===== src/rtl/user_io_ctrl.sv =====
// user_io_ctrl: Wishbone pad controller for the 16 packed user IO pads.
// Optional LA pad override is built when USER_IO_LA_OVERRIDE_EN is defined.
module user_io_ctrl #(
    parameter logic [31:0] BASE_ADDR = 32'h3000_0000,
    parameter int          PADS      = 16,
    parameter logic [31:0] ID_VALUE  = 32'h2304_C001
) (
    input  logic            wb_clk_i,
    input  logic            wb_rst_i,
    input  logic            wbs_stb_i,
    input  logic            wbs_cyc_i,
    input  logic            wbs_we_i,
    input  logic [3:0]      wbs_sel_i,
    input  logic [31:0]     wbs_adr_i,
    input  logic [31:0]     wbs_dat_i,
    output logic            wbs_ack_o,
    output logic [31:0]     wbs_dat_o,
    input  logic [127:0]    la_data_in,
    input  logic [127:0]    la_oenb,
    output logic [127:0]    la_data_out,
    input  logic [PADS-1:0] io_in,
    output logic [PADS-1:0] io_out,
    output logic [PADS-1:0] io_oeb,
    output logic [2:0]      irq
);

    localparam logic [7:0] OFF_OUT  = 8'h00;
    localparam logic [7:0] OFF_OEB  = 8'h04;
    localparam logic [7:0] OFF_IN   = 8'h08;
    localparam logic [7:0] OFF_EN   = 8'h0C;
    localparam logic [7:0] OFF_STAT = 8'h10;
    localparam logic [7:0] OFF_ID   = 8'h14;

    logic [PADS-1:0] out_q;
    logic [PADS-1:0] oeb_q;
    logic [PADS-1:0] sync1_q;
    logic [PADS-1:0] in_q;
    logic [PADS-1:0] prev_q;
    logic [PADS-1:0] en_rise_q;
    logic [PADS-1:0] en_fall_q;
    logic [PADS-1:0] st_rise_q;
    logic [PADS-1:0] st_fall_q;
    logic            ack_q;
    logic [31:0]     dat_q;
    logic [1:0]      irq_q;

    logic            hit;
    logic            req;
    logic            wr;
    logic [31:0]     bmask;
    logic [31:0]     w1c;
    logic [31:0]     rdata;
    logic            sel_out;
    logic            sel_oeb;
    logic            sel_in;
    logic            sel_en;
    logic            sel_stat;
    logic            sel_id;
    logic [PADS-1:0] rise;
    logic [PADS-1:0] fall;
    logic [PADS-1:0] pad_out;
    logic [PADS-1:0] pad_oeb;

    // Byte-lane merge of a write word into a PADS-wide register.
    function automatic logic [PADS-1:0] merge(
        input logic [PADS-1:0] old,
        input logic [31:0]     d,
        input logic [31:0]     m
    );
        logic [31:0] w;
        w = (32'(old) & ~m) | (d & m);
        return w[PADS-1:0];
    endfunction

    assign hit   = wbs_adr_i[31:8] == BASE_ADDR[31:8];
    assign req   = wbs_cyc_i & wbs_stb_i & hit & ~ack_q;
    assign wr    = req & wbs_we_i;
    assign bmask = {{8{wbs_sel_i[3]}}, {8{wbs_sel_i[2]}},
                    {8{wbs_sel_i[1]}}, {8{wbs_sel_i[0]}}};
    assign w1c   = wbs_dat_i & bmask;

    assign sel_out  = wbs_adr_i[7:0] == OFF_OUT;
    assign sel_oeb  = wbs_adr_i[7:0] == OFF_OEB;
    assign sel_in   = wbs_adr_i[7:0] == OFF_IN;
    assign sel_en   = wbs_adr_i[7:0] == OFF_EN;
    assign sel_stat = wbs_adr_i[7:0] == OFF_STAT;
    assign sel_id   = wbs_adr_i[7:0] == OFF_ID;

    assign rise = in_q & ~prev_q;
    assign fall = ~in_q & prev_q;

    // Register read mux; unmapped offsets and bits above PADS read 0.
    always_comb begin
        rdata = '0;
        unique case (1'b1)
            sel_out: rdata[PADS-1:0] = out_q;
            sel_oeb: rdata[PADS-1:0] = oeb_q;
            sel_in:  rdata[PADS-1:0] = in_q;
            sel_en: begin
                rdata[PADS-1:0]     = en_rise_q;
                rdata[16+PADS-1:16] = en_fall_q;
            end
            sel_stat: begin
                rdata[PADS-1:0]     = st_rise_q;
                rdata[16+PADS-1:16] = st_fall_q;
            end
            sel_id:  rdata = ID_VALUE;
            default: rdata = '0;
        endcase
    end

    // Bus handshake: one-cycle ack, read data only while acking.
    always_ff @(posedge wb_clk_i) begin
        if (wb_rst_i) begin
            ack_q <= 1'b0;
            dat_q <= '0;
        end else begin
            ack_q <= req;
            dat_q <= (req & ~wbs_we_i) ? rdata : '0;
        end
    end

    // Writable control registers, committed on the acking edge.
    always_ff @(posedge wb_clk_i) begin
        if (wb_rst_i) begin
            out_q     <= '0;
            oeb_q     <= '1;
            en_rise_q <= '0;
            en_fall_q <= '0;
        end else begin
            if (wr & sel_out)
                out_q <= merge(out_q, wbs_dat_i, bmask);
            if (wr & sel_oeb)
                oeb_q <= merge(oeb_q, wbs_dat_i, bmask);
            if (wr & sel_en) begin
                en_rise_q <= merge(en_rise_q, wbs_dat_i, bmask);
                en_fall_q <= merge(en_fall_q, wbs_dat_i >> 16,
                                   bmask >> 16);
            end
        end
    end

    // Two-flop input synchronizer plus one delayed copy for edges.
    always_ff @(posedge wb_clk_i) begin
        if (wb_rst_i) begin
            sync1_q <= '0;
            in_q    <= '0;
            prev_q  <= '0;
        end else begin
            sync1_q <= io_in;
            in_q    <= sync1_q;
            prev_q  <= in_q;
        end
    end

    // Sticky edge status; a new edge beats a same-cycle clear.
    always_ff @(posedge wb_clk_i) begin
        if (wb_rst_i) begin
            st_rise_q <= '0;
            st_fall_q <= '0;
            irq_q     <= '0;
        end else begin
            st_rise_q <= (st_rise_q
                          & ~((wr & sel_stat) ? w1c[PADS-1:0] : '0))
                         | (rise & en_rise_q);
            st_fall_q <= (st_fall_q
                          & ~((wr & sel_stat) ? w1c[16+PADS-1:16] : '0))
                         | (fall & en_fall_q);
            irq_q     <= {|st_fall_q, |st_rise_q};
        end
    end

`ifdef USER_IO_LA_OVERRIDE_EN
    logic unused_la;
    assign unused_la = &{1'b0, la_data_in[127:PADS], la_oenb[127:PADS]};

    // LA takes a pad over whenever its active-low enable is low.
    always_comb begin
        pad_out = (out_q & la_oenb[PADS-1:0])
                | (la_data_in[PADS-1:0] & ~la_oenb[PADS-1:0]);
        pad_oeb = oeb_q & la_oenb[PADS-1:0];
    end

    // LA readback of synchronized inputs and effective enables.
    always_comb begin
        la_data_out                = '0;
        la_data_out[PADS-1:0]      = in_q;
        la_data_out[16+PADS-1:16]  = pad_oeb;
    end
`else
    logic unused_la;
    assign unused_la = &{1'b0, la_data_in, la_oenb};

    // Pads follow the registers directly.
    always_comb begin
        pad_out     = out_q;
        pad_oeb     = oeb_q;
        la_data_out = '0;
    end
`endif

    assign io_out    = pad_out;
    assign io_oeb    = pad_oeb;
    assign wbs_ack_o = ack_q;
    assign wbs_dat_o = dat_q;
    assign irq       = {1'b0, irq_q};

endmodule


===== config.mk =====
export PLATFORM = sky130hd
export DESIGN_NAME = user_io_ctrl
export DESIGN_NICKNAME = d
export VERILOG_FILES = /design/src/rtl/user_io_ctrl.sv
export SDC_FILE = /design/constraint.sdc
export NUM_CORES = 1
export LEC_CHECK = 0
export CORE_AREA = 2 2 211 213
export DETAILED_ROUTE_END_ITERATION = 8
export DIE_AREA = 0 0 213 215
export GPL_TIMING_DRIVEN = 1
export RECOVER_POWER = 50
export SYNTH_ARGS = -nofsm -noshare
export SYNTH_HDL_FRONTEND = slang
export SYNTH_SLANG_ARGS = --single-unit

===== constraint.sdc =====
create_clock -name wb_clk_i -period 2.63 [get_ports wb_clk_i]
set_input_delay 0.263 -clock wb_clk_i [delete_from_list [all_inputs] [get_ports wb_clk_i]]
set_output_delay 0.263 -clock wb_clk_i [all_outputs]
set_load 0.01 [all_outputs]

==> results of run 1 <==
-- cell type report --
type | instances | area [µm²]
timing repair buffer | 204 | 1990
fill | 4714 | 32700
multi-input combinational | 653 | 3930
tap | 592 | 741
sequential | 179 | 3580
inverter | 29 | 109
antenna | 1 | 2.50
clock buffer | 21 | 470
clock inverter | 10 | 125
-- cells in the final DEF (no fill, tap or decap), drive strengths merged, types with 16 or more instances in the layout --
| master | instances |
|---|---|
| o31ai | 48 |
| dlygate4sd3 | 67 |
| clkbuf | 24 |
| a31oi | 29 |
| nor2b | 36 |
| a211oi | 16 |
| mux2i | 18 |
| nand2 | 36 |
| clkdlybuf4s50 | 87 |
| inv | 31 |
| buf | 47 |
| conb | 129 |
| nor4 | 21 |
| a21o | 16 |
| nor2 | 67 |
| nand4 | 50 |
| dfxtp | 179 |
| a21oi | 51 |
| nand3b | 19 |
| nand3 | 21 |
-- logic make-up after synthesis --
group | after synthesis
AND/OR/NAND/NOR | 280
AO/OA/AOI/OAI | 225
buffers and inverters | 216
flip-flops | 179
multiplexers | 19
other | 1
-- power by group through the flow --
stage | logic (mW) | registers [mW] | clock network [mW]
after detailed placement | 0.404 | 2.82 | 0
after CTS | 0.406 | 2.76 | 2.69
after global routing | 0.438 | 2.76 | 2.78
after global placement | 0.402 | 2.82 | 0
after floorplan | 0.331 | 2.81 | 0
final | 0.406 | 2.76 | 2.63
-- worst max-delay path: stages --
cell             delay (ns)
clkdlybuf4s50_1        0.44
buf_4                  0.16
nor4_4                 0.30
clkbuf_1               0.48
nand3_1                0.48
o31ai_1                0.39
a21oi_1                0.11
-- layer usage --
layer / track usage [%] / vias to the layer above / wire (µm)
met5: 0 / - / 21
met4: 3.29 / 4 / 496
met3: 2.75 / 34 / 2810
met2: 20.0 / 437 / 13700
met1: 17.7 / 3590 / 13200
li1: - / 3440 / -
-- through the flow --
stage / setup TNS (ns) / power, mW / utilization [%] / hold slack, ns / setup slack (ns)
after CTS: 0 / 5.85 / 25.2 / 0.359 / 0.447
after global placement: -0.0317 / 3.22 / 23.8 / 0.430 / -0.0317
after detailed placement: 0 / 3.23 / 23.8 / 0.428 / 0.00928
final: 0 / 5.80 / 25.1 / 0.377 / 0.226
after floorplan: 0 / 3.14 / - / 0.361 / 0.730
after global routing: 0 / 5.98 / 25.1 / 0.375 / 0.148
-- path summary, 6_finish.rpt --
check	from	end	slack, ns	cells after the start
setup / recovery	wbs_adr_i[5]	flip-flop	0.23	7
hold reg to reg	sync1_q[4]$_SDFF_PP0_	in_q[4]$_SDFF_PP0_	0.44	1
setup reg to reg	wbs_ack_o$_SDFF_PP0_	st_fall_q[2]$_SDFF_PP0_	0.48	7
hold / removal	io_in[12]	sync1_q[12]$_SDFF_PP0_	0.38	2
==> impl_metrics.json, run 1 <==
{
  "combinationalPowerShare_pct": 7.0,
  "path_max_fanout": 9,
  "clk_pin_slew_ns": 0.07,
  "detail_route.wl_per_cell_um": 17.9,
  "synth.mux.area_fraction_pct": 2.29,
  "power.sequential.fraction_pct": 47.6,
  "most_area_hungry_cell_type_in_the_yosys_netlist": "dfxtp_1",
  "final_min_period_over_clock_period_pct": 91.4,
  "clock.fmax_mhz": 416,
  "clkPwrFrac_pct": 45.4,
  "p_sw_mw": 1.41,
  "row_count": 77,
  "first_pass_grt_wire_length_mm": 43.4,
  "cts_setup_buffers": 0,
  "synth_simple_gate_area_share_pct": 20.4,
  "violations": "max-capacitance violations, max-slew violations",
  "synth_top_cells_by_area": "dfxtp_1 43%, buf_4 12%, o31ai_1 4.3%, nand4_1 3.6%, a21oi_1 3.1%",
  "worst_ep_required_time_ns": 2.86,
  "initial_core_util_pct": 19.1,
  "route.detailed.drc": 0,
  "pin_count": 541,
  "postSynthAreaPerCell_um2": 9.07,
  "worst-endpoint-arrival_ns": 2.63,
  "netSwitchingFraction_pct": 24.4,
  "synth_top_area_share_pct": 42.9,
  "cts-root-buf": "clkbuf_16",
  "area.growth.synth_to_final_pct": 31.2,
  "fin_crit_ns": 2.40,
  "postCtsResizedCells": 0,
  "clock_skew_ns": 0.00978,
  "synth_top_family_by_area": "simple AND/OR/NAND/NOR gates",
  "power_density_nw_per_um2": 530,
  "final_design_area_no_fill_um2": 11000,
  "post_drt_via_cell_ratio": 4.44,
  "grt_overflow_total": 0,
  "place_hpwl_mm": 22.3,
  "grt_max_degree": 164,
  "via_count_of_the_first_global_routing_pass": 6830,
  "synth.most_common_cell": "dfxtp_1",
  "tritoncts": "built",
  "clock_tree.htree_level_count": 4,
  "cts-root-to-sink-buffers": 2,
  "clkLatencyLatePin_ns": 0.43,
  "internal_power_mw": 4.39,
  "cellLeakagePower_nw": 3.74,
  "max_cap_viol_count": 1,
  "ys.warnings.count": 0,
  "postRouteWirelength_mm": 30.2,
  "netlist_top_cells_count": "179 x dfxtp_1, 129 x buf_4, 67 x nor2_1, 51 x a21oi_1",
  "ys.flop_type": "dfxtp_1",
  "final_hold_viol_count": 0,
  "yosys.area_share.xor_xnor_pct": 0,
  "crit_path_end_kind": "flip-flop",
  "fp.dieH_um": 215,
  "timing_worst_setup_path_type": "input pin to flip-flop",
  "layout.nets": 1429,
  "yosys.area_share.adder_pct": 0,
  "portBuffers": 155,
  "place_area_um2": 10400,
  "core_region_area_um2": 43600,
  "final-instance-count-excl-fill": 1689,
  "cts_hold_buffers": 0,
  "crit_path_start_kind": "input pin",
  "status": "finished with violations",
  "synth_compound_gate_area_share_pct": 18.6,
  "seq_area_frac_synth_pct": 42.9,
  "antenna_found_initial": 3,
  "rsz_0062_raised_after_global_routing": "no",
  "timing_worst_slew_pin_value_ns": 1.92,
  "place.detailed.instances": 1657,
  "drtAntennaViolNets": 0,
  "synthDistinctLibCells": 45,
  "numCtsBuffers": 17,
  "timing.final.max_slew_violations": 164,
  "fraction_of_final_layout_cells_with_drive_strength_greater_than_1_pct": 9.58,
  "drt_pre_antenna_iters": 8,
  "ys_ff_latch": 179,
  "synth_edf_count": 0,
  "track_usage_pct": 12.8,
  "worst_ir_drop_vdd_mv": 0.381,
  "die_w_um": 213,
  "worst_slew_margin_rel_pct": -28.1,
  "postSynthCellCount": 920,
  "worst_hold_path_type": "input pin to flip-flop",
  "first_iter_violations": 871,
  "dieArea_um2": 45800,
  "synthArstFlopShare_pct": 0,
  "place.gp.congestion": 0.854,
  "cts.sinks": 179,
  "via_count": 7505,
  "syn_area_um2": 8350,
  "setup_violations": 0
}
(Power assumes the default switching activity.)
==> run 2, diff against run 1 <==
--- a/config.mk
+++ b/config.mk
@@ -5,11 +5,13 @@
 export SDC_FILE = /design/constraint.sdc
 export NUM_CORES = 1
 export LEC_CHECK = 0
-export CORE_AREA = 2 2 211 213
+export CORE_AREA = 2 2 209 211
+export CTS_BUF_LIST = sky130_fd_sc_hd__clkbuf_4 sky130_fd_sc_hd__clkbuf_8
 export DETAILED_ROUTE_END_ITERATION = 8
-export DIE_AREA = 0 0 213 215
+export DIE_AREA = 0 0 211 213
 export GPL_TIMING_DRIVEN = 1
 export RECOVER_POWER = 50
+export SKIP_LAST_GASP = 1
 export SYNTH_ARGS = -nofsm -noshare
 export SYNTH_HDL_FRONTEND = slang
 export SYNTH_SLANG_ARGS = --single-unit
==> impl_metrics.json, run 2 (same netlist as run 1, synthesis figures left out) <==
{
  "status": "completed",
  "clock_tree.htree_level_count": 4,
  "pre_cts_slack_ns": -0.233,
  "crit_path_end_kind": "flip-flop",
  "clkLatencyLatePin_ns": 0.49,
  "numCtsBuffers": 17,
  "worst_ep_required_time_ns": 3.08,
  "drt_pre_antenna_iters": 5,
  "worst_r2r_startpoint": "wbs_ack_o$_SDFF_PP0_",
  "pin_count": 541,
  "portBuffers": 155,
  "worst-endpoint-arrival_ns": 2.84,
  "setup_slack_ns": 0.234,
  "worst_hold_path_type": "input pin to flip-flop",
  "mostFrequentLayoutCells": "179 x dfxtp_1, 129 x conb_1, 87 x clkdlybuf4s50_1",
  "row_count": 76,
  "worst_ir_drop_vdd_mv": 0.312,
  "dieArea_um2": 44900,
  "power_mw": 5.12,
  "initial_core_util_pct": 19.6,
  "track_usage_pct": 13.0,
  "rsz_0062_raised_after_global_routing": "no",
  "fraction_of_final_layout_cells_with_drive_strength_greater_than_1_pct": 10.5,
  "cts-root-to-sink-buffers": 2,
  "postRouteWirelength_mm": 29.8,
  "clock_skew_ns": 0.0156,
  "mostFrequentLayoutCell": "dfxtp_1",
  "timing.final.max_slew_violations": 0,
  "first_iter_violations": 685,
  "cellLeakagePower_nw": 3.70,
  "cts.sinks": 179,
  "cts_setup_buffers": 0,
  "min-delay-start": "io_in[1]",
  "max_cap_viol_count": 0,
  "clk_pin_slew_ns": 0.11,
  "first_pass_grt_wire_length_mm": 43.1,
  "core_region_area_um2": 42700,
  "path_max_fanout": 16,
  "place_hpwl_mm": 22.6,
  "worst_slew_margin_rel_pct": 3.86,
  "via_count": 7379,
  "antenna_found_initial": 7,
  "place.gp.congestion": 0.902,
  "cts-root-buf": "clkbuf_8",
  "final_hold_viol_count": 0,
  "tritoncts": "built",
  "fillerInstances": 4583,
  "route.detailed.drc": 0,
  "cts_hold_buffers": 0,
  "timing_worst_slew_pin_value_ns": 1.44,
  "regToRegSetupSlack_ns": 0.32,
  "drtAntennaViolNets": 0,
  "final-instance-count-excl-fill": 1654,
  "worstSetupStartpoint": "wbs_adr_i[4]",
  "grt_max_degree": 127,
  "power_density_nw_per_um2": 475,
  "crit_path_start_kind": "input pin",
  "grt_overflow_total": 0,
  "fin_crit_ns": 2.40,
  "detail_route.wl_per_cell_um": 18.0,
  "setup_violations": 0,
  "clock.fmax_mhz": 417,
  "post_drt_via_cell_ratio": 4.46,
  "area.growth.synth_to_final_pct": 29.0,
  "via_count_of_the_first_global_routing_pass": 6870,
  "final_min_period_over_clock_period_pct": 91.1,
  "fp.dieH_um": 213,
  "postCtsResizedCells": 0,
  "layout.nets": 1436,
  "place.detailed.instances": 1618,
  "die_w_um": 211,
  "timing_worst_setup_path_type": "input pin to flip-flop",
  "hold_slack_ns": 0.325
}
==> run 2: changes by cell type in the layout (fill, tap and decap cells not counted), sizes merged <==
cell	delta
buf	+8
clkbuf	-5
clkinv	+4
diode	+3
inv	+3
bufinv	-1
clkinvlp	-1
==> run 2: layer usage <==
layer / part of all wire, % / GRT usage, % / vias up
met4: 0.66 / 2.26 / 8
met2: 46 / 20.6 / 349
met5: 0.12 / 0 / -
met1: 43 / 17.6 / 3540
li1: - / - / 3463
met3: 9.4 / 3.90 / 19
==> run 2: critical path: stages <==
cell,delay (ns)
clkdlybuf4s50_1,0.59
or4b_2,0.67
nor2_1,0.17
buf_4,0.25
a222oi_1,0.17
a211oi_1,0.52
buf_4,0.19
==> run 2: area by class of cell <==
type	instances	area [µm²]	share of cell area, %
Clock inverter	15	171	1.59
Multi-Input combinational cell	653	3940	36.6
Sequential cell	179	3580	33.3
Antenna cell	4	10.0	0.0929
Clock buffer	17	234	2.17
Tap cell	546	683	6.34
Timing Repair Buffer	211	2040	19.0
Inverter	29	109	1.01
==> run 2: worst paths after layout <==
path,to,cells past startpoint
worst min-delay path,sync1_q[1]$_SDFF_PP0_,2
worst max register to register,wbs_dat_o[10]$_SDFF_PP0_,6
worst min register to register,in_q[11]$_SDFF_PP0_,1
worst max-delay path,wbs_dat_o[8]$_SDFF_PP0_,7
==> run 2: metrics by stage <==
| stage | area [µm²] | TNS [ns] | util [%] |
|---|---|---|---|
| CTS | 10800 | 0 | 25.2 |
| finish | 10800 | 0 | 25.2 |
| detailed placement | 10400 | -0.588 | 24.3 |
| global placement | 10400 | -0.561 | 24.3 |
| floorplan | 8830 | 0 | - |
| global route | 10800 | 0 | 25.2 |
==> run 2: where the power goes <==
part           total [mW]  switching (mW)  internal (mW)
logic               0.404           0.242          0.163
clock network        1.95            1.16          0.793
registers            2.76          0.0217           2.74
total                5.12            1.42           3.69
